--- src/rtl/w5300_receiver.sv ---
// W5300 socket-N receive engine: polls RX_RSR, drains one packet from RX_FIFOR into
// the local RX buffer and releases the space with a RECV command.
module w5300_receiver #(
    parameter logic [2:0]  N                   = 3'd0,
    parameter int unsigned ETH_RX_BUFFER_WIDTH = 16
) (
    input  logic                           clk,
    input  logic                           rst_n,
    input  logic                           eth_rx_req,
    output logic [ETH_RX_BUFFER_WIDTH-1:0] eth_rx_buffer_addr,
    output logic [15:0]                    eth_rx_buffer_data,
    output logic                           eth_rx_buffer_we,
    output logic [15:0]                    rx_len,
    output logic                           rx_done,
    output logic                           rx_empty,
    output logic                           rx_overflow,
    output logic [9:0]                     addr,
    output logic                           wr,
    output logic [15:0]                    wr_data,
    input  logic [15:0]                    rd_data,
    input  logic                           op_state
);
    localparam logic [9:0]  SockBase  = 10'h200 + 10'({N, 6'h00});
    localparam logic [9:0]  AddrCr    = SockBase + 10'h002;
    localparam logic [9:0]  AddrRsr0  = SockBase + 10'h028;
    localparam logic [9:0]  AddrRsr2  = SockBase + 10'h02A;
    localparam logic [9:0]  AddrFifor = SockBase + 10'h030;
    localparam logic [15:0] CmdRecv   = 16'h0040;
    localparam logic [16:0] BufCap    = 17'd1 << ETH_RX_BUFFER_WIDTH;

    typedef enum logic [2:0] {
        StIdle, StReadRsr, StCheckRsr, StReadHeader, StReadFifo, StDoRecv, StPostRecv
    } state_e;

    state_e                        state_q, state_d;
    logic [1:0]                    op_cnt_q, op_cnt_d;
    logic [31:0]                   rsr_q, rsr_d;
    logic [16:0]                   words_q, words_d;
    logic [16:0]                   word_cnt_q, word_cnt_d;
    logic [9:0]                    addr_q, addr_d;
    logic                          wr_q, wr_d;
    logic [15:0]                   wr_data_q, wr_data_d;
    logic [ETH_RX_BUFFER_WIDTH-1:0] buf_addr_q, buf_addr_d;
    logic [15:0]                   buf_data_q, buf_data_d;
    logic                          buf_we_q, buf_we_d;
    logic [15:0]                   rx_len_q, rx_len_d;
    logic                          rx_done_q, rx_done_d;
    logic                          rx_empty_q, rx_empty_d;
    logic                          rx_overflow_q, rx_overflow_d;

    always_comb begin
        state_d       = state_q;
        op_cnt_d      = op_cnt_q;
        rsr_d         = rsr_q;
        words_d       = words_q;
        word_cnt_d    = word_cnt_q;
        addr_d        = addr_q;
        wr_d          = wr_q;
        wr_data_d     = wr_data_q;
        buf_addr_d    = buf_addr_q;
        buf_data_d    = buf_data_q;
        buf_we_d      = 1'b0;
        rx_len_d      = rx_len_q;
        rx_done_d     = 1'b0;
        rx_empty_d    = 1'b0;
        rx_overflow_d = rx_overflow_q;

        unique case (state_q)
            StIdle: begin
                addr_d    = 10'h000;
                wr_d      = 1'b0;
                wr_data_d = 16'h0000;
                if (eth_rx_req) begin
                    state_d       = StReadRsr;
                    rx_overflow_d = 1'b0;
                    buf_addr_d    = '0;
                    word_cnt_d    = 17'd0;
                    addr_d        = AddrRsr0;
                end
            end
            StReadRsr: begin
                if (op_state) begin
                    if (op_cnt_q == 2'd0) begin
                        rsr_d[31:16] = rd_data;
                        op_cnt_d     = 2'd1;
                        addr_d       = AddrRsr2;
                    end else begin
                        rsr_d[15:0] = rd_data;
                        state_d     = StCheckRsr;
                        addr_d      = 10'h000;
                        // Pulse lands in the CheckRsr cycle itself.
                        rx_empty_d  = ({rsr_q[31:16], rd_data} == 32'd0);
                    end
                end
            end
            StCheckRsr: begin
                if (rsr_q == 32'd0) begin
                    state_d = StIdle;
                end else begin
                    state_d = StReadHeader;
                    addr_d  = AddrFifor;
                end
            end
            StReadHeader: begin
                if (op_state) begin
                    rx_len_d   = rd_data;
                    words_d    = ({1'b0, rd_data} + 17'd1) >> 1;
                    word_cnt_d = 17'd0;
                    if (rd_data == 16'h0000) begin
                        state_d   = StDoRecv;
                        addr_d    = AddrCr;
                        wr_d      = 1'b1;
                        wr_data_d = CmdRecv;
                    end else begin
                        state_d = StReadFifo;
                    end
                end
            end
            StReadFifo: begin
                if (op_state) begin
                    if (word_cnt_q < BufCap) begin
                        buf_we_d   = 1'b1;
                        buf_data_d = rd_data;
                        buf_addr_d = word_cnt_q[ETH_RX_BUFFER_WIDTH-1:0];
                    end else begin
                        rx_overflow_d = 1'b1;
                    end
                    word_cnt_d = word_cnt_q + 17'd1;
                    if (word_cnt_q + 17'd1 == words_q) begin
                        state_d   = StDoRecv;
                        addr_d    = AddrCr;
                        wr_d      = 1'b1;
                        wr_data_d = CmdRecv;
                    end
                end
            end
            StDoRecv: begin
                if (op_state) begin
                    state_d   = StPostRecv;
                    addr_d    = 10'h000;
                    wr_d      = 1'b0;
                    wr_data_d = 16'h0000;
                    rx_done_d = 1'b1;
                end
            end
            StPostRecv: state_d = StIdle;
            default:    state_d = StIdle;
        endcase

        if (state_d != state_q) begin
            op_cnt_d = 2'd0;
        end
    end

    always_ff @(posedge clk or negedge rst_n) begin
        if (!rst_n) begin
            state_q       <= StIdle;
            op_cnt_q      <= 2'd0;
            rsr_q         <= 32'd0;
            words_q       <= 17'd0;
            word_cnt_q    <= 17'd0;
            addr_q        <= 10'h000;
            wr_q          <= 1'b0;
            wr_data_q     <= 16'h0000;
            buf_addr_q    <= '0;
            buf_data_q    <= 16'h0000;
            buf_we_q      <= 1'b0;
            rx_len_q      <= 16'h0000;
            rx_done_q     <= 1'b0;
            rx_empty_q    <= 1'b0;
            rx_overflow_q <= 1'b0;
        end else begin
            state_q       <= state_d;
            op_cnt_q      <= op_cnt_d;
            rsr_q         <= rsr_d;
            words_q       <= words_d;
            word_cnt_q    <= word_cnt_d;
            addr_q        <= addr_d;
            wr_q          <= wr_d;
            wr_data_q     <= wr_data_d;
            buf_addr_q    <= buf_addr_d;
            buf_data_q    <= buf_data_d;
            buf_we_q      <= buf_we_d;
            rx_len_q      <= rx_len_d;
            rx_done_q     <= rx_done_d;
            rx_empty_q    <= rx_empty_d;
            rx_overflow_q <= rx_overflow_d;
        end
    end

    assign addr               = addr_q;
    assign wr                 = wr_q;
    assign wr_data            = wr_data_q;
    assign eth_rx_buffer_addr = buf_addr_q;
    assign eth_rx_buffer_data = buf_data_q;
    assign eth_rx_buffer_we   = buf_we_q;
    assign rx_len             = rx_len_q;
    assign rx_done            = rx_done_q;
    assign rx_empty           = rx_empty_q;
    assign rx_overflow        = rx_overflow_q;

endmodule
--- config.mk ---
export PLATFORM = sky130hd
export DESIGN_NAME = w5300_receiver
export DESIGN_NICKNAME = d
export VERILOG_FILES = /design/src/rtl/w5300_receiver.sv
export SDC_FILE = /design/constraint.sdc
export NUM_CORES = 1
export LEC_CHECK = 0
export BUFFER_PORTS_ARGS = -buffer_cell sky130_fd_sc_hd__buf_2
export CORE_UTILIZATION = 62
export DETAILED_ROUTE_END_ITERATION = 10
export GPL_TIMING_DRIVEN = 0
export PLACE_DENSITY = 0.93
export SLEW_MARGIN = 0
export SYNTH_ARGS = -nofsm -noshare
export SYNTH_HDL_FRONTEND = slang
export SYNTH_SLANG_ARGS = --single-unit
--- constraint.sdc ---
create_clock -name clk -period 4.43 [get_ports clk]
set_input_delay 0.2215 -clock clk [delete_from_list [all_inputs] [get_ports clk]]
set_output_delay 0.2215 -clock clk [all_outputs]
set_load 0.1 [all_outputs]
Word-level counts from Yosys, hierarchy flattened
Index checks and enable logic that the tools add are counted.

cells by class
  multiply operators = 0
  reduce and logical (&&, ||, !) cells = 22
  bitwise operators = 1
  div/mod/pow operators = 0
  shift-type cells = 0
  order comparisons = 1
  add/subtract/negate cells = 2
  muxes and demuxes = 56
  equality and inequality tests = 17

operator list
  cell                   count
  $mux 16                8
  $mux 10                9
  $logic_not 32->1       2
  $pmux 16 s4            1
  $pmux 10 s6            1
  $mux 17                3
  $pmux 17 s3            1
  $pmux 16 s2            1
  $mux 3                 7
  $ne 2x2->1 const B     10
  $pmux 3 s6             1
  $add 16x1->17 const B  1
  $add 17x1->17 const B  1
  $eq 17x16->1           1
  $lt 17x17->1 const B   1
  $mux 1                 17
  $logic_not 16->1       1
  $reduce_and 3->1       4
  $reduce_and 4->1       3
  $mux 2                 5
  $reduce_and 8->1       1
  $reduce_bool 2->1      4
  $eq 3x2->1 const B     2
  $eq 3x3->1 const B     2
  other kinds (12)       12

storage, ports and cells
  memories kept = 0
  bits in read-only memories = 0
  latch bits = 0
  bits in registers = 149
  bits of input ports = 20
  bits in writable memories = 0

Longest topological paths before layout
Gate-level depths: netlist of run 1.

  depth after elaboration = 8
  gate-level depth with buffers = 9
  depth with buffers taken out = 9

Worst setup path before layout of run 1
Ideal clock, no wire load.

  path type = reg-to-reg
  start = register word_cnt_q[0]
  end = register op_cnt_q[0]
  setup time = 0.119 ns
  buffers on the path = 0
  path slack = 2.223 ns
  stages on the path, launching flop included = 8
  period minus slack after synthesis = 2.207 ns
  arrival time = 2.089 ns
  path through = dfrtp_1 -> ha_1 -> nand4_1 -> nor4_2 -> nor4bb_1 -> a2bb2oi_2 -> nand4_1 -> a21bo_1

between the ends
  word-level cells in the longest chain between the ends = 8
  elaborated cells on any way between the ends = 11
  those cells by class = add/sub: 1; eq/ne: 2; mux: 4; reduce/logical: 4

ends and longest elaborated chain
  item                         RTL line  RTL
  start: declaration           39        logic [16:0] word_cnt_q, word_cnt_d;
  start signal: assignment     177       word_cnt_q <= word_cnt_d;
  $add 17x1->17 (*)            129       if (word_cnt_q + 17'd1 == words_q) begin
  $eq 17x16->1 (*)             129
  $mux 3 (*)                   129
  $mux 3 (*)                   120       if (op_state) begin
  $pmux 3 s6 (*)               68        unique case (state_q)
  $ne 3x3->1 (*)               150       if (state_d != state_q) begin
  $reduce_bool 2->1 (no line)  --
  $reduce_and 3->1 (no line)   --
  end signal: assignment       174       op_cnt_q <= op_cnt_d;
  end: declaration             36        logic [1:0] op_cnt_q, op_cnt_d;

Every way passes the cells marked *; elsewhere a longest branch is shown, timed or not.
A chain may end at the register's enable or synchronous reset.

Worst setup path in the final report of run 1
Ends and elaborated chain as after synthesis.

==> metrics.txt, run 1 <==
# TYPE chip_impl_metric gauge
chip_impl_metric{name="fp.dieW",unit="µm"} 105.3
chip_impl_metric{name="num_antenna_cells",unit=""} 0
chip_impl_info{name="critical_path_class",value="flip-flop to flip-flop"} 1
chip_impl_metric{name="setup_viol",unit=""} 0
chip_impl_metric{name="timing.clock.skew",unit="ps"} 8.411
chip_impl_metric{name="cts.reportedPaths.clkPinSlew",unit="ps"} 60
chip_impl_metric{name="detailedRoute.firstIterationViolations",unit=""} 361
chip_impl_info{name="ys_top_cells_by_area",value="dfrtp_1, mux2_2, o21ai_0"} 1
chip_impl_metric{name="timing.critical_path.fanout_max",unit=""} 8
chip_impl_metric{name="initial_core_util",unit="%"} 64.03
chip_impl_metric{name="post_cts_hold_buffer_count",unit=""} 4
chip_impl_metric{name="post_cts_setup_buffers",unit=""} 0
chip_impl_metric{name="grt_util_met2",unit="%"} 55.08
chip_impl_metric{name="numPlacedInstances",unit=""} 868
chip_impl_metric{name="vdd.ir_drop.worst",unit="V"} 0.001165
chip_impl_metric{name="route.detailed.vias_per_inst",unit=""} 6.052
chip_impl_info{name="status",value="complete, no violations"} 1
chip_impl_metric{name="maxClockFrequency",unit="MHz"} 337.6
chip_impl_metric{name="period_minus_slack",unit="ps"} 2962
chip_impl_info{name="worst_hold_startpoint",value="rd_data[9]"} 1
chip_impl_metric{name="leak_pwr",unit="nW"} 3.548
chip_impl_metric{name="floorplan.rows",unit=""} 37
chip_impl_metric{name="seq_area_frac_synth",unit="%"} 48.08
chip_impl_metric{name="max_slew.worst_pin.slew",unit="ps"} 730.9
chip_impl_metric{name="dieArea",unit="mm²"} 0.01108
chip_impl_metric{name="synth_cells",unit=""} 644
chip_impl_info{name="start_kind",value="flip-flop"} 1
chip_impl_metric{name="largest_net_degree_at_the_start_of_global_routing",unit=""} 89
chip_impl_metric{name="cts-resized-gates",unit=""} 0
chip_impl_info{name="setup.worst_path.start",value="word_cnt_q[0]"} 1
chip_impl_metric{name="design.final.nets",unit=""} 778
chip_impl_metric{name="grt_util_met3",unit="%"} 5.999
chip_impl_metric{name="worstPathArrival",unit="ps"} 3380
chip_impl_metric{name="cts_max_path_buffers",unit=""} 2
chip_impl_metric{name="area.growth.synth_to_final",unit="%"} 18.74
chip_impl_metric{name="relSlewSlack",unit="%"} 51.27
chip_impl_metric{name="final_cell_count_no_fill",unit=""} 904
chip_impl_metric{name="grt_use_met1",unit="%"} 38.97
chip_impl_info{name="grt_setup_unrepaired",value="no"} 1
chip_impl_metric{name="clock-sinks",unit=""} 127
chip_impl_info{name="worstSetupEndpointType",value="flip-flop"} 1
chip_impl_metric{name="ratio_of_final_minimum_period_to_clock_period",unit="%"} 66.86
chip_impl_metric{name="worstSkewPairLatency",unit="ps"} 530
chip_impl_metric{name="total_power",unit="mW"} 6.196
chip_impl_metric{name="pwr_density_cell",unit="mW/mm²"} 789.4
chip_impl_metric{name="dieHeight",unit="µm"} 105.3
chip_impl_metric{name="worst_slack",unit="ps"} 1468
chip_impl_metric{name="ant_nets",unit=""} 0
chip_impl_metric{name="async_set_or_reset_register_ratio_after_synthesis",unit="%"} 100.0
chip_impl_metric{name="final_util",unit="%"} 76.03
chip_impl_metric{name="place_congestion",unit=""} 0.9157
chip_impl_metric{name="postSynthAreaPerCell",unit="µm²"} 10.26
chip_impl_metric{name="grt_first_pass_wirelength",unit="µm"} 27340
chip_impl_info{name="area_leader_netlist",value="dfrtp_1"} 1
chip_impl_metric{name="core-area",unit="mm²"} 0.01032
chip_impl_metric{name="firstDrtPassIters",unit=""} 6
chip_impl_info{name="holdCritPathClass",value="input pin to flip-flop"} 1
chip_impl_metric{name="final_hold_viol_count",unit=""} 0
chip_impl_metric{name="dp_hpwl",unit="µm"} 11650
chip_impl_info{name="tritoncts",value="done"} 1
chip_impl_metric{name="grt-ovfl-total",unit=""} 0
chip_impl_metric{name="synth_unique_cells",unit=""} 74
chip_impl_metric{name="first_global_vias",unit=""} 5379
chip_impl_metric{name="htreeDepth",unit=""} 4
chip_impl_metric{name="synth_warnings",unit=""} 0
chip_impl_metric{name="drt_wl_total",unit="µm"} 16890
chip_impl_metric{name="placement.io_buffers",unit=""} 68
chip_impl_metric{name="ioPinCount",unit=""} 99
chip_impl_metric{name="yosysTopAreaCellShare",unit="%"} 48.08
chip_impl_info{name="synth-main-ff-cell",value="dfrtp_1"} 1
chip_impl_metric{name="post_synthesis_sequential_element_count",unit=""} 127
chip_impl_info{name="clock_tree.root_cell",value="clkbuf_8"} 1
chip_impl_metric{name="place_worst_setup_slack",unit="ps"} 1611
chip_impl_metric{name="setup_tns",unit="ps"} 0
chip_impl_metric{name="number_of_flops_mapped_to_enable_cells_by_yosys",unit=""} 0
chip_impl_metric{name="drv_cap",unit=""} 0
chip_impl_metric{name="num_vias",unit=""} 5471
chip_impl_metric{name="layout-drive-gt1-share",unit="%"} 29.82
chip_impl_metric{name="timing.final.max_slew_violations",unit=""} 0
chip_impl_metric{name="synth_area",unit="mm²"} 0.006610
chip_impl_metric{name="routed_wire_length_per_instance",unit="µm"} 18.68
chip_impl_metric{name="grt_antenna_before_repair",unit=""} 0
chip_impl_metric{name="grt.total_usage",unit="%"} 32.13
chip_impl_metric{name="cp.required",unit="ps"} 4850
chip_impl_info{name="gr-max-usage-layer",value="met2"} 1
chip_impl_metric{name="cts_buffers",unit=""} 17
chip_impl_info{name="worst_r2r_startpoint",value="word_cnt_q[0]"} 1
chip_impl_metric{name="post_route_drc_violation_count",unit=""} 0
## cell usage in the layout (no fill, tap or decap), drive strengths merged, types with 8 or more instances in the layout
| cell type | synthesis | layout |
|---|---|---|
| dfrtp | 127 | 127 |
| buf | 45 | 114 |
| nand2 | 78 | 78 |
| o21ai | 64 | 64 |
| mux2 | 63 | 63 |
| clkbuf | 23 | 42 |
| nand3 | 31 | 31 |
| nor2 | 26 | 26 |
| conb | 1 | 20 |
| inv | 13 | 19 |
| xnor2 | 17 | 17 |
| a21oi | 17 | 17 |
| xor2 | 15 | 15 |
| nor4 | 15 | 15 |
| nor3 | 14 | 14 |
| nand4 | 12 | 12 |
| and3 | 9 | 9 |
| o31ai | 8 | 8 |
## metrics by stage
step | area [µm²] | hold WS (ps)
after floorplan | 6681 | -74.09
after global placement | 7192 | 455.7
after detailed placement | 7226 | 152.2
after CTS | 7849 | 13.56
after global routing | 7849 | 25.17
final | 7849 | 33.95
## synthesized netlist by cell type, types with 4 or more instances
cell type and count:
xor2_1 15, buf_6 4, xnor2_1 17, buf_4 29, and3_1 9, inv_1 13
clkbuf_1 22, nand4_1 11, nand3_1 27, dfrtp_1 127, nand2_1 76, a31oi_1 4
nand3_2 4, o31ai_1 7, o21ai_0 62, buf_2 9, nor3_2 4, a21o_1 4
mux2_2 62, and4_1 4, a21oi_1 16, nor3_1 10, nor2_1 25, nor4_1 11
nor2b_1 4
## path summary, 6_finish.rpt
check | to | slack [ps] | cells after the start
worst max-delay path | op_cnt_q[0] | 1470 | 7
worst min-delay path | rx_len[9] | 30 | 2
worst max register to register | op_cnt_q[0] | 1470 | 7
worst min register to register | eth_rx_buffer_addr[4] | 480 | 2
max in group asynchronous | rsr_q[2] | 3510 | 3
min in group asynchronous | eth_rx_buffer_addr[2] | 170 | 2
## logic make-up after synthesis
logic type | Yosys count | share of synthesized area (%)
AO/OA/AOI/OAI | 125 | 11.94
XOR/XNOR | 32 | 4.240
adder cells (fa/ha/maj) | 3 | 0.5679
buffers and inverters | 81 | 6.890
flip-flops | 127 | 48.08
multiplexers | 65 | 11.09
other | 1 | 0.05673
AND/OR/NAND/NOR | 210 | 17.13
## registers in the layout (all words and copies together), names as in the netlist
| name | flops |
|---|---|
| rsr_q | 32 |
| op_cnt_q | 1 |
| addr | 5 |
| rx_len | 16 |
| wr | 1 |
| rx_done | 1 |
| word_cnt_q | 17 |
| eth_rx_buffer_we | 1 |
| eth_rx_buffer_data | 16 |
| state_q | 3 |
| rx_empty | 1 |
| words_q | 16 |
| rx_overflow | 1 |
| eth_rx_buffer_addr | 16 |
## power by group
| part | total, mW | internal, mW | switching, mW |
|---|---|---|---|
| Clock | 1.39 | 0.828 | 0.564 |
| Combinational | 2.94 | 0.766 | 2.17 |
| Sequential | 1.86 | 1.58 | 0.288 |
## layout make-up
| type | count | area, µm² |
|---|---|---|
| repair buffers | 73 | 414.1 |
| flip-flops and latches | 127 | 3178 |
| well taps | 136 | 170.2 |
| clock inverters | 13 | 151.4 |
| clock buffers | 19 | 431.7 |
| fillers | 710 | 2475 |
| inverters | 13 | 48.80 |
| multi-input cells | 455 | 3048 |
| plain buffers | 68 | 406.6 |
## metal layers
| layer | share of wire (%) | wire length (µm) |
|---|---|---|
| met3 | 6.0 | 1010 |
| met1 | 40 | 6780 |
| met5 | 0 | 0 |
| met4 | 3.4 | 573 |
| met2 | 50 | 8527 |
## worst max-delay path, stage by stage, from the launching register on
cell and delay (ps):
dfrtp_1 520, ha_1 380, nand4_1 140, nor4_2 600, nor4bb_1 410, a2bb2oi_2 300, nand4_1 260, a21bo_1 230
Power figures use the tool's default switching activity.
==> run 2: changes to the inputs <==
--- a/config.mk
+++ b/config.mk
@@ -5,11 +5,12 @@
 export SDC_FILE = /design/constraint.sdc
 export NUM_CORES = 1
 export LEC_CHECK = 0
+export ABC_AREA = 1
 export BUFFER_PORTS_ARGS = -buffer_cell sky130_fd_sc_hd__buf_2
-export CORE_UTILIZATION = 62
+export CORE_UTILIZATION = 51
 export DETAILED_ROUTE_END_ITERATION = 10
 export GPL_TIMING_DRIVEN = 0
-export PLACE_DENSITY = 0.93
+export PLACE_DENSITY = 0.83
 export SLEW_MARGIN = 0
 export SYNTH_ARGS = -nofsm -noshare
 export SYNTH_HDL_FRONTEND = slang
==> constraint.sdc (replaced) <==
create_clock -name clk -period 2.6 [get_ports clk]
set_input_delay 0.13 -clock clk [delete_from_list [all_inputs] [get_ports clk]]
set_output_delay 0.13 -clock clk [all_outputs]
set_load 0.1 [all_outputs]
==> metrics.txt, run 2 <==
# TYPE chip_impl_metric gauge
chip_impl_metric{name="synth_warnings",unit=""} 0
chip_impl_metric{name="number_of_flops_mapped_to_enable_cells_by_yosys",unit=""} 0
chip_impl_metric{name="core-area",unit="mm²"} 0.01166
chip_impl_metric{name="period_minus_slack",unit="ps"} 2272
chip_impl_metric{name="layout-drive-gt1-share",unit="%"} 19.22
chip_impl_info{name="holdCritPathClass",value="input pin to flip-flop"} 1
chip_impl_metric{name="worstSkewPairLatency",unit="ps"} 430
chip_impl_info{name="clock_tree.root_cell",value="clkbuf_16"} 1
chip_impl_metric{name="post_cts_hold_buffer_count",unit=""} 2
chip_impl_metric{name="cts_buffers",unit=""} 17
chip_impl_info{name="layout_common_cells",value="nand2_1, dfrtp_1, o21ai_0"} 1
chip_impl_info{name="top_signal_layer_used",value="met4"} 1
chip_impl_metric{name="maxClockFrequency",unit="MHz"} 440.1
chip_impl_metric{name="initial_core_util",unit="%"} 53.29
chip_impl_metric{name="dieArea",unit="mm²"} 0.01263
chip_impl_info{name="top_reg_by_flops",value="rsr_q"} 1
chip_impl_metric{name="async_set_or_reset_register_ratio_after_synthesis",unit="%"} 100.0
chip_impl_metric{name="grt-ovfl-total",unit=""} 0
chip_impl_metric{name="dpl_cell_area",unit="mm²"} 0.006889
chip_impl_metric{name="num_vias",unit=""} 5513
chip_impl_metric{name="synth_xor_xnor_area_share",unit="%"} 0.4228
chip_impl_info{name="start_kind",value="flip-flop"} 1
chip_impl_info{name="area_leader_netlist",value="dfrtp_1"} 1
chip_impl_metric{name="largest_net_degree_at_the_start_of_global_routing",unit=""} 97
chip_impl_metric{name="placement.io_buffers",unit=""} 78
chip_impl_metric{name="area.growth.synth_to_final",unit="%"} 21.10
chip_impl_metric{name="cts.reportedPaths.clkPinSlew",unit="ps"} 50
chip_impl_info{name="synth_top_family_by_area",value="simple AND/OR/NAND/NOR gates"} 1
chip_impl_metric{name="route.detailed.vias_per_inst",unit=""} 5.286
chip_impl_metric{name="seq_area_frac_synth",unit="%"} 51.14
chip_impl_metric{name="finish.instance_area",unit="mm²"} 0.007526
chip_impl_metric{name="ratio_of_final_minimum_period_to_clock_period",unit="%"} 87.39
chip_impl_metric{name="dp_hpwl",unit="µm"} 10890
chip_impl_metric{name="timing.clock.skew",unit="ps"} 9.753
chip_impl_metric{name="synth-compound-area-share",unit="%"} 11.09
chip_impl_metric{name="synth_cells",unit=""} 768
chip_impl_metric{name="post_route_drc_violation_count",unit=""} 0
chip_impl_metric{name="timing.critical_path.fanout_max",unit=""} 7
chip_impl_metric{name="firstDrtPassIters",unit=""} 7
chip_impl_metric{name="place_congestion",unit=""} 0.8867
chip_impl_metric{name="floorplan.rows",unit=""} 39
chip_impl_info{name="grt_setup_unrepaired",value="no"} 1
chip_impl_metric{name="pwr_density_cell",unit="mW/mm²"} 1372
chip_impl_info{name="critical_path_class",value="flip-flop to flip-flop"} 1
chip_impl_info{name="synth-main-ff-cell",value="dfrtp_1"} 1
chip_impl_metric{name="grt_first_pass_wirelength",unit="µm"} 25030
chip_impl_metric{name="cts_max_path_buffers",unit=""} 2
chip_impl_info{name="synthMostInstantiatedCell",value="nand2_1"} 1
chip_impl_info{name="most_frequent_standard_cell_in_the_layout_excluding_fill_and_tap_cells",value="nand2_1"} 1
chip_impl_info{name="status",value="complete, no violations"} 1
chip_impl_metric{name="synth_unique_cells",unit=""} 40
chip_impl_metric{name="worstPathArrival",unit="ps"} 2580
chip_impl_metric{name="htreeDepth",unit=""} 4
chip_impl_metric{name="drv_cap",unit=""} 0
chip_impl_info{name="tritoncts",value="done"} 1
chip_impl_metric{name="post_cts_setup_buffers",unit=""} 0
chip_impl_metric{name="synth_area",unit="mm²"} 0.006215
chip_impl_metric{name="grt_antenna_before_repair",unit=""} 0
chip_impl_metric{name="ant_nets",unit=""} 0
chip_impl_metric{name="timing.final.max_slew_violations",unit=""} 0
chip_impl_metric{name="dieHeight",unit="µm"} 112.4
chip_impl_metric{name="yosysTopAreaCellShare",unit="%"} 51.14
chip_impl_metric{name="vdd.ir_drop.worst",unit="V"} 0.001894
chip_impl_metric{name="cts-resized-gates",unit=""} 0
chip_impl_metric{name="fp.dieW",unit="µm"} 112.4
chip_impl_metric{name="design.final.nets",unit=""} 910
chip_impl_metric{name="post_synthesis_sequential_element_count",unit=""} 127
chip_impl_metric{name="num_antenna_cells",unit=""} 0
chip_impl_metric{name="postSynthAreaPerCell",unit="µm²"} 8.092
chip_impl_metric{name="met1Wirelength",unit="µm"} 6717
chip_impl_metric{name="detailedRoute.firstIterationViolations",unit=""} 436
chip_impl_metric{name="cp.required",unit="ps"} 2910
chip_impl_metric{name="holdWs",unit="ps"} 10.37
chip_impl_metric{name="final_hold_viol_count",unit=""} 0
chip_impl_metric{name="ioPinCount",unit=""} 99
chip_impl_metric{name="grt.total_usage",unit="%"} 25.88
chip_impl_metric{name="leak_pwr",unit="nW"} 3.842
chip_impl_metric{name="yosys.area_share.simple",unit="%"} 26.68
chip_impl_info{name="worstSetupEndpointType",value="flip-flop"} 1
chip_impl_metric{name="met2_length",unit="µm"} 7256
chip_impl_metric{name="first_global_vias",unit=""} 5085
chip_impl_info{name="largest_registers",value="rsr_q x32, word_cnt_q x17"} 1
chip_impl_metric{name="routed_wire_length_per_instance",unit="µm"} 14.65
chip_impl_info{name="ys_top_cells_by_area",value="dfrtp_1, nand2_1, o21ai_0"} 1
chip_impl_metric{name="clock-sinks",unit=""} 127
chip_impl_metric{name="max_slew.worst_pin.slew",unit="ps"} 828.2
chip_impl_metric{name="synth-adder-area-share",unit="%"} 0.6040
chip_impl_metric{name="setup_viol",unit=""} 0
chip_impl_info{name="synthTopCellsByCount",value="nand2_1, dfrtp_1, o21ai_0"} 1
chip_impl_metric{name="wl_met3",unit="µm"} 1048
chip_impl_metric{name="relSlewSlack",unit="%"} 44.28
chip_impl_metric{name="flip_flop_count_of_the_largest_register_after_layout",unit=""} 32
chip_impl_metric{name="synth.mux.area_fraction",unit="%"} 0.3624
chip_impl_metric{name="drt_wl_total",unit="µm"} 15280
[run 2: changes by cell type after synthesis, moves of 10 or more]
cell	previous run	this run
o21ai_0	62	98
clkbuf_1	22	12
nor2_1	25	45
mux2_2	62	2
nand3_1	27	59
xnor2_1	17	1
inv_1	13	84
xor2_1	15	2
nand2_1	76	210
[run 2: cell families (layout without fill, tap and decap cells)]
group	Yosys count	count (layout)
flops	127	127
simple gates	371	371
buf+inv	134	247
other cells	1	20
compound gates	127	127
fa+ha+maj	3	3
xor+xnor	3	3
mux	2	2
[run 2: final timing paths]
check | startpoint | end | slack, ps | cells past startpoint
worst max-delay path | word_cnt_q[0] | addr[3] | 330 | 14
min in group asynchronous | rst_n | eth_rx_buffer_addr[1] | 150 | 2
max in group asynchronous | rst_n | eth_rx_buffer_data[13] | 1690 | 3
worst min-delay path | rd_data[8] | rx_len[8] | 10 | 3
worst min register to register | addr[1] | addr[1] | 460 | 2
worst max register to register | word_cnt_q[0] | addr[3] | 330 | 14
[run 2: final cells by class]
type / instances / area, µm²
Fill cell: 970 / 4136
Sequential cell: 127 / 3178
Multi-Input combinational cell: 526 / 2509
Clock buffer: 21 / 480.5
Timing Repair Buffer: 81 / 444.2
Inverter: 91 / 341.6
Buffer: 43 / 257.7
Tap cell: 143 / 178.9
Clock inverter: 11 / 136.4
[run 2: where the power goes]
| group | internal, mW | switching, mW |
|---|---|---|
| sequential | 2.68 | 0.454 |
| combinational | 0.961 | 3.78 |
| clock | 1.60 | 0.853 |
| total | 5.24 | 5.09 |
[run 2: metal layers]
metal  track usage [%]  vias to the layer above
met5                 0                        -
met4             9.244                        0
met3             7.451                       25
met2             41.57                      222
met1             33.60                     2566
li1                  -                     2700
[run 2: critical path, stage by stage, from the launching register on]
cell	delay, ps
dfrtp_1	460
ha_1	240
nand3_2	120
nor2_1	270
nand2_1	80
nand2_1	120
nor2_1	50
nor2_1	90
nand2_1	60
nor2_2	180
nand3_2	130
nand2_4	120
nand3_4	90
nand2_1	90
nand2_1	60
[run 2: per-stage QoR]
stage	instances	setup slack, ps	utilization [%]	TNS, ps	power, mW
CTS	1043	344.9	64.53	0	10.32
global route	1043	94.55	64.53	0	10.84
floorplan	787	724.7	-	0	6.939
global placement	1008	-176.9	58.78	-20910	7.744
finish	1043	327.8	64.53	0	10.32
detailed placement	1009	353.8	59.07	0	7.837
